`src/rtl/des_pkg.sv`:
```
// DES f-function tables: S-box rows, P permutation and controller state encoding.
// Latency: n/a (package, helper functions are purely combinational).
// Backpressure: n/a.
package des_pkg;

  typedef enum logic [1:0] {IDLE, BUSY, DONE} state_e;

  // Index {box[2:0], row[1:0]}; each row holds 16 nibbles, column 0 in the top nibble.
  localparam logic [0:31][63:0] SBOX_ROWS = {
    64'hE4D12FB83A6C5907, 64'h0F74E2D1A6CB9538, 64'h41E8D62BFC973A50, 64'hFC8249175B3EA06D,
    64'hF18E6B34972DC05A, 64'h3D47F28EC01A69B5, 64'h0E7BA4D158C6932F, 64'hD8A13F42B67C05E9,
    64'hA09E63F51DC7B428, 64'hD70934A6285ECBF1, 64'hD6498F30B12C5AE7, 64'h1AD069874FE3B52C,
    64'h7DE3069A1285BC4F, 64'hD8B56F03472C1AE9, 64'hA690CB7DF13E5284, 64'h3F06A1D8945BC72E,
    64'h2C417AB6853FD0E9, 64'hEB2C47D150FA3986, 64'h421BAD78F9C5630E, 64'hB8C71E2D6F09A453,
    64'hC1AF92680D34E75B, 64'hAF427C9561DE0B38, 64'h9EF528C3704A1DB6, 64'h432C95FABE17608D,
    64'h4B2EF08D3C975A61, 64'hD0B7491AE35C2F86, 64'h14BDC37EAF680592, 64'h6BD814A7950FE23C,
    64'hD2846FB1A93E50C7, 64'h1FD8A374C56B0E92, 64'h7B419CE206ADF358, 64'h21E74A8DFC90356B
  };

  // Output bit i+1 takes pre-permutation bit P_TAB[i] (DES numbering, 1-based).
  localparam logic [0:31][5:0] P_TAB = {
    6'd16, 6'd7,  6'd20, 6'd21, 6'd29, 6'd12, 6'd28, 6'd17,
    6'd1,  6'd15, 6'd23, 6'd26, 6'd5,  6'd18, 6'd31, 6'd10,
    6'd2,  6'd8,  6'd24, 6'd14, 6'd32, 6'd27, 6'd3,  6'd9,
    6'd19, 6'd13, 6'd30, 6'd6,  6'd22, 6'd11, 6'd4,  6'd25
  };

  // box: 0..7 selects S1..S8; v[5] is b1, v[0] is b6.
  function automatic logic [3:0] sbox_lookup(input logic [2:0] box, input logic [5:0] v);
    logic [63:0] r;
    r = SBOX_ROWS[{box, v[5], v[0]}];
    r = r << {v[4:1], 2'b00};
    return r[63:60];
  endfunction

  // s[1] and the result's bit 1 are DES bit 1.
  function automatic logic [32:1] p_perm(input logic [32:1] s);
    logic [32:1] r;
    r = '0;
    for (int i = 1; i <= 32; i++) r[i] = s[P_TAB[i-1]];
    return r;
  endfunction

endpackage

```
`src/rtl/des_sbox.sv`:
```
// Single DES S-box lookup, box selected at run time.
// Latency: combinational.
// Backpressure: none (no state).
module des_sbox
  import des_pkg::*;
(
  input  logic [2:0] box_i,
  input  logic [5:0] val_i,
  output logic [3:0] res_o
);

  assign res_o = sbox_lookup(box_i, val_i);

endmodule

```
`src/rtl/des_sp_unit.sv`:
```
// DES f-function back end: S-box substitution of a 48-bit block then P permutation.
// Latency: 8 cycles transfer-to-out_valid (1 cycle when DES_SP_PARALLEL_EN is defined).
// Backpressure: one block in flight; in_ready low until the held result is taken with out_ready.
module des_sp_unit
  import des_pkg::*;
(
  input  logic        clk,
  input  logic        rst_n,
  input  logic        in_valid,
  output logic        in_ready,
  input  logic [48:1] in_data,
  output logic        out_valid,
  input  logic        out_ready,
  output logic [32:1] out_data
);

  state_e      state_q;
  logic [2:0]  cnt_q;
  logic [48:1] in_q;
  logic [32:1] s_q, s_d;
  logic [32:1] out_q, out_d;
  logic        in_ready_q, out_valid_q;
  logic        last_step;

`ifdef DES_SP_PARALLEL_EN
  logic [3:0] sb_res [8];

  for (genvar j = 0; j < 8; j++) begin : g_sbox
    logic [5:0] v;
    assign v = {in_q[6*j+1], in_q[6*j+2], in_q[6*j+3], in_q[6*j+4], in_q[6*j+5], in_q[6*j+6]};
    des_sbox u_sbox (.box_i(3'(j)), .val_i(v), .res_o(sb_res[j]));
  end

  // Assemble all eight nibbles at once; the only BUSY cycle is also the last.
  always_comb begin
    s_d = '0;
    for (int j = 0; j < 8; j++)
      for (int k = 0; k < 4; k++) s_d[4*j+1+k] = sb_res[j][3-k];
    last_step = 1'b1;
  end
`else
  logic [5:0] sb_val;
  logic [3:0] sb_res;

  des_sbox u_sbox (.box_i(cnt_q), .val_i(sb_val), .res_o(sb_res));

  // Pick the 6-bit group of box cnt_q+1 and merge its nibble into the running s value.
  always_comb begin
    sb_val = '0;
    s_d    = s_q;
    for (int j = 0; j < 8; j++) begin
      if (cnt_q == 3'(j)) begin
        for (int k = 0; k < 6; k++) sb_val[5-k] = in_q[6*j+k+1];
        for (int k = 0; k < 4; k++) s_d[4*j+1+k] = sb_res[3-k];
      end
    end
    last_step = (cnt_q == 3'd7);
  end
`endif

  // Permute the completed s value so the final BUSY edge can register the result.
  always_comb begin
    out_d = p_perm(s_d);
  end

  // Handshake FSM; out_data only moves when a finished result is written.
  always_ff @(posedge clk) begin
    if (!rst_n) begin
      state_q     <= IDLE;
      cnt_q       <= '0;
      in_q        <= '0;
      s_q         <= '0;
      out_q       <= '0;
      in_ready_q  <= 1'b1;
      out_valid_q <= 1'b0;
    end else begin
      case (state_q)
        IDLE: begin
          if (in_valid) begin
            in_q       <= in_data;
            cnt_q      <= '0;
            state_q    <= BUSY;
            in_ready_q <= 1'b0;
          end
        end
        BUSY: begin
          s_q   <= s_d;
          cnt_q <= cnt_q + 3'd1;
          if (last_step) begin
            out_q       <= out_d;
            state_q     <= DONE;
            out_valid_q <= 1'b1;
          end
        end
        DONE: begin
          if (out_ready) begin
            state_q     <= IDLE;
            out_valid_q <= 1'b0;
            in_ready_q  <= 1'b1;
          end
        end
        default: begin
          state_q     <= IDLE;
          in_ready_q  <= 1'b1;
          out_valid_q <= 1'b0;
        end
      endcase
    end
  end

  assign in_ready  = in_ready_q;
  assign out_valid = out_valid_q;
  assign out_data  = out_q;

endmodule

```
`config.mk`:
```
export PLATFORM = sky130hd
export DESIGN_NAME = des_sp_unit
export DESIGN_NICKNAME = d
export VERILOG_FILES = /design/src/rtl/des_pkg.sv /design/src/rtl/des_sbox.sv /design/src/rtl/des_sp_unit.sv
export SDC_FILE = /design/constraint.sdc
export NUM_CORES = 1
export LEC_CHECK = 0
export BUFFER_PORTS_ARGS = -buffer_cell sky130_fd_sc_hd__buf_2
export CAP_MARGIN = 0
export CORE_MARGIN = 2
export CORE_UTILIZATION = 45
export DETAILED_ROUTE_END_ITERATION = 16
export PLACE_DENSITY = 0.64
export SLEW_MARGIN = 0
export SYNTH_ARGS = -nofsm -noshare
export SYNTH_HDL_FRONTEND = slang
export SYNTH_SLANG_ARGS = --single-unit
```
`constraint.sdc`:
```
create_clock -name clk -period 8.7 [get_ports clk]
set_input_delay 0 -clock clk [delete_from_list [all_inputs] [get_ports clk]]
set_output_delay 0 -clock clk [all_outputs]
set_load 0.01 [all_outputs]
```
==> impl_results.md <==
- Run status: finished, final reports clean
- Die Area: 20300 um^2
- Setup Fix Bufs, Post-CTS: 0
- Endpoints failing hold: 0
- Hold WC Path Type: in2reg
- Asr flop ratio synth: 0
- FF-to-FF Start: cnt_q[0]
- Min Tclk post-route: 6.681 ns
- Clk root buf: clkbuf_16
- Io pins: 86
- Top-count cell post-synth: nand2_1
- Gpl congestion: 1.044
- Synth Net Count: 1271
- Seq pwr share: 0.304
- H-tree Lvls: 4
- Maxcap violations: 0
- Rows: 50
- # setup viols final: 0
- Drt via density: 6.744
- Clk pwr share: 0.397
- Worst Hold Depth: 3
- Worst skew pair latency: 0.42 ns
- Final Cell Area: 10070 um^2
- Comb power frac: 0.299
- Worst Path Arrival: 6.95 ns
- Register area: 2308 um^2
- Global route total overflow: 0
- # port buffers: 85
- Post-route setup slack: 2.019 ns
- Worst slew pin tran: 1.029 ns
- Area of the multi-input gates: 5710 um^2
- Top-area cell type share of the netlist area: 0.2667
- Via Count: 10150
- Place WS: 2.132 ns
- Slew Limit Fails: 0
- Initial Util: 0.4599
- Pre-Repair DR Iteration Count: 8
- Initial antenna violation count: 0
- Area leader, netlist: dfxtp_1
- Net Switching: 673.0 uW
- Final net count: 1329
- Total GRT Usage: 0.3589
- Setup TNS: 0 ns
- Synth Flop Type: dfxtp_1
- R2r worst-path depth: 16
- Clock buffer depth: 2
- HPWL after detailed placement: 25560 um
- CTS tree: done
- EDFF count, synth: 0
- First-pass GRT wire length: 55310 um
- WL/cell: 24.63 um
- Power Dens Cells: 183.4 nW/um^2
- Clock skew: 0.008605 ns
- RSZ-0062 raised after global routing: false
- CP Max Fanout: 24
- Area growth, synth to finish: 16.70%
- Avg Inst Size Synth: 7.192 um^2
- Post-Syn Area: 8631 um^2
- Worst R2R End: out_data[18]
- CP Capture Type: flip-flop
- Hold Path End: in_ready
- Clk sinks: 115
- Crit path required time: 8.97 ns
- Period Utilization, post-route: 0.7679
- Final wirelength: 37070 um
- CP startpoint kind: flip-flop
- Flop-to-flop setup slack: 2.02 ns
- Internal power: 1.174 mW
- Ranking of synthesized cells by area: dfxtp_1 27%, nand2_1 8.5%, a21oi_1 8.2%
- Worst vdd ir: 0.1247 mV
- ANT cells: 0
- Fillers: 1862
- Synth Instances: 1200
- DRC Markers: 0
- Iter 0 DRT Violations: 1351
- Worst Setup SP: cnt_q[0]
- Detail Route Antenna Nets: 0
- Die W: 142.5 um
- Leakage power: 3.767 nW
- Synth Warn #: 0
- CTS Buf Count: 17
- Hold_sp: rst_n
- Clock-pin slew on the worst setup and hold paths: 0.06 ns
- Placed inst area: 8965 um^2
- Die height: 142.5 um
- Sw frac: 0.3644
- WS Path Type: reg2reg
- Largest net degree at the start of global routing: 85
- Max frequency: 0.1497 GHz
- Slew HR: 0.3065
- Share of layout cells above drive strength 1: 0.1558
- Fin util: 0.5367
- Yosys reg bits: 115
- Vias in the first global route: 9119
- Core ar.: 18770 um^2
- Synth unique cells: 92
- Register area share after synthesis: 0.2667
- Post-synth top cells: 196 x nand2_1, 142 x a21oi_1, 115 x dfxtp_1
-- logic make-up (layout without fill, tap and decap cells) --
group / after synthesis / after routing / share of synthesized area
AO/OA/AOI/OAI: 477 / 477 / 0.3726
AND/OR/NAND/NOR: 440 / 440 / 0.2373
buffers and inverters: 134 / 205 / 0.07248
flip-flops: 115 / 115 / 0.2667
adder cells (fa/ha/maj): 19 / 19 / 0.02754
multiplexers: 14 / 14 / 0.02233
XOR/XNOR: 1 / 1 / 0.001015
-- layout by cell type (no fill, tap or decap), drive strengths merged, types with 4 or more instances in the layout --
| cell | instances |
|---|---|
| o311ai | 9 |
| o2111ai | 8 |
| o21a | 6 |
| nor2 | 74 |
| nor2b | 21 |
| ha | 19 |
| o21ai | 101 |
| a32oi | 4 |
| dlygate4sd3 | 50 |
| o211a | 4 |
| a211oi | 24 |
| and3 | 5 |
| a2111oi | 5 |
| a311oi | 11 |
| and2 | 9 |
| dfxtp | 115 |
| o221ai | 21 |
| mux4 | 4 |
| nand2b | 18 |
| nand3 | 53 |
| or3 | 7 |
| nand4 | 5 |
| inv | 20 |
| a21o | 6 |
| o22ai | 8 |
| a31o | 7 |
| a21oi | 151 |
| o211ai | 32 |
| clkbuf | 18 |
| a31oi | 31 |
| clkinv | 6 |
| nand2 | 199 |
| buf | 107 |
| o31ai | 6 |
| nor3 | 23 |
| or2 | 6 |
| a221oi | 11 |
| mux2i | 8 |
| nand3b | 5 |
-- worst max-delay path: stages, from the launching register on --
cell	delay, ns
dfxtp_2	0.47
inv_1	0.14
ha_1	0.65
nand2_2	0.30
o32a_1	0.39
o211ai_2	0.55
nand2_1	0.38
ha_1	0.70
or2_1	0.65
nand2b_1	0.35
nand2_1	0.21
a21oi_1	0.09
a211oi_1	0.29
o32a_1	0.21
a32oi_1	0.09
a211oi_4	0.81
o221ai_1	0.24
-- through the flow --
stage	power (mW)	instances	hold WS (ns)
after floorplan	0.9298	1200	0.1360
after global placement	1.094	1423	0.2398
after detailed placement	1.081	1423	0.2446
after CTS	1.829	1505	0.2163
after global routing	1.905	1505	0.2616
final	1.847	1505	0.2442
-- layout make-up --
cell class,instances,share of cell area
Clock buffer,18,0.04261
Multi-Input combinational cell,951,0.5670
Clock inverter,14,0.01764
Sequential cell,115,0.2292
Timing Repair Buffer,157,0.1083
Inverter,16,0.006211
Tap cell,234,0.02907
-- power by group through the flow --
| stage | clock network, mW | logic (mW) | registers, mW |
|---|---|---|---|
| floorplan | 0 | 0.366 | 0.564 |
| global placement | 0 | 0.522 | 0.572 |
| detailed placement | 0 | 0.509 | 0.573 |
| CTS | 0.739 | 0.529 | 0.561 |
| global route | 0.764 | 0.578 | 0.563 |
| finish | 0.732 | 0.553 | 0.562 |
-- how the worst max path moves through the flow --
stage / depth (start not counted) / end
after floorplan: 24 / out_data[31]
after global placement: 17 / out_data[3]
after detailed placement: 16 / out_data[18]
after CTS: 16 / out_data[18]
after global routing: 17 / out_data[19]
final: 16 / out_data[18]
-- routing by layer --
metal	up-vias	share of wire	GRT usage	wire (um)
met5	-	0	0	0
met4	0	0.049	0.1673	1825
met3	145	0.11	0.09859	4189
met2	725	0.42	0.5091	15410
met1	4702	0.42	0.5013	15640
li1	4578	-	-	-
-- what timing repair did --
action                    in CTS  in global routing
resized for setup              0                  0
hold buffers                  50                  0
hold endpoints to repair      52                  0
-- flip-flops by register name (all words and copies together) (netlist names) --
| name | count |
|---|---|
| in_ready | 1 |
| cnt_q | 3 |
| in_q | 48 |
| s_q | 28 |
| out_data | 32 |
| out_valid | 1 |
| state_q | 2 |
(Power assumes the default switching activity.)
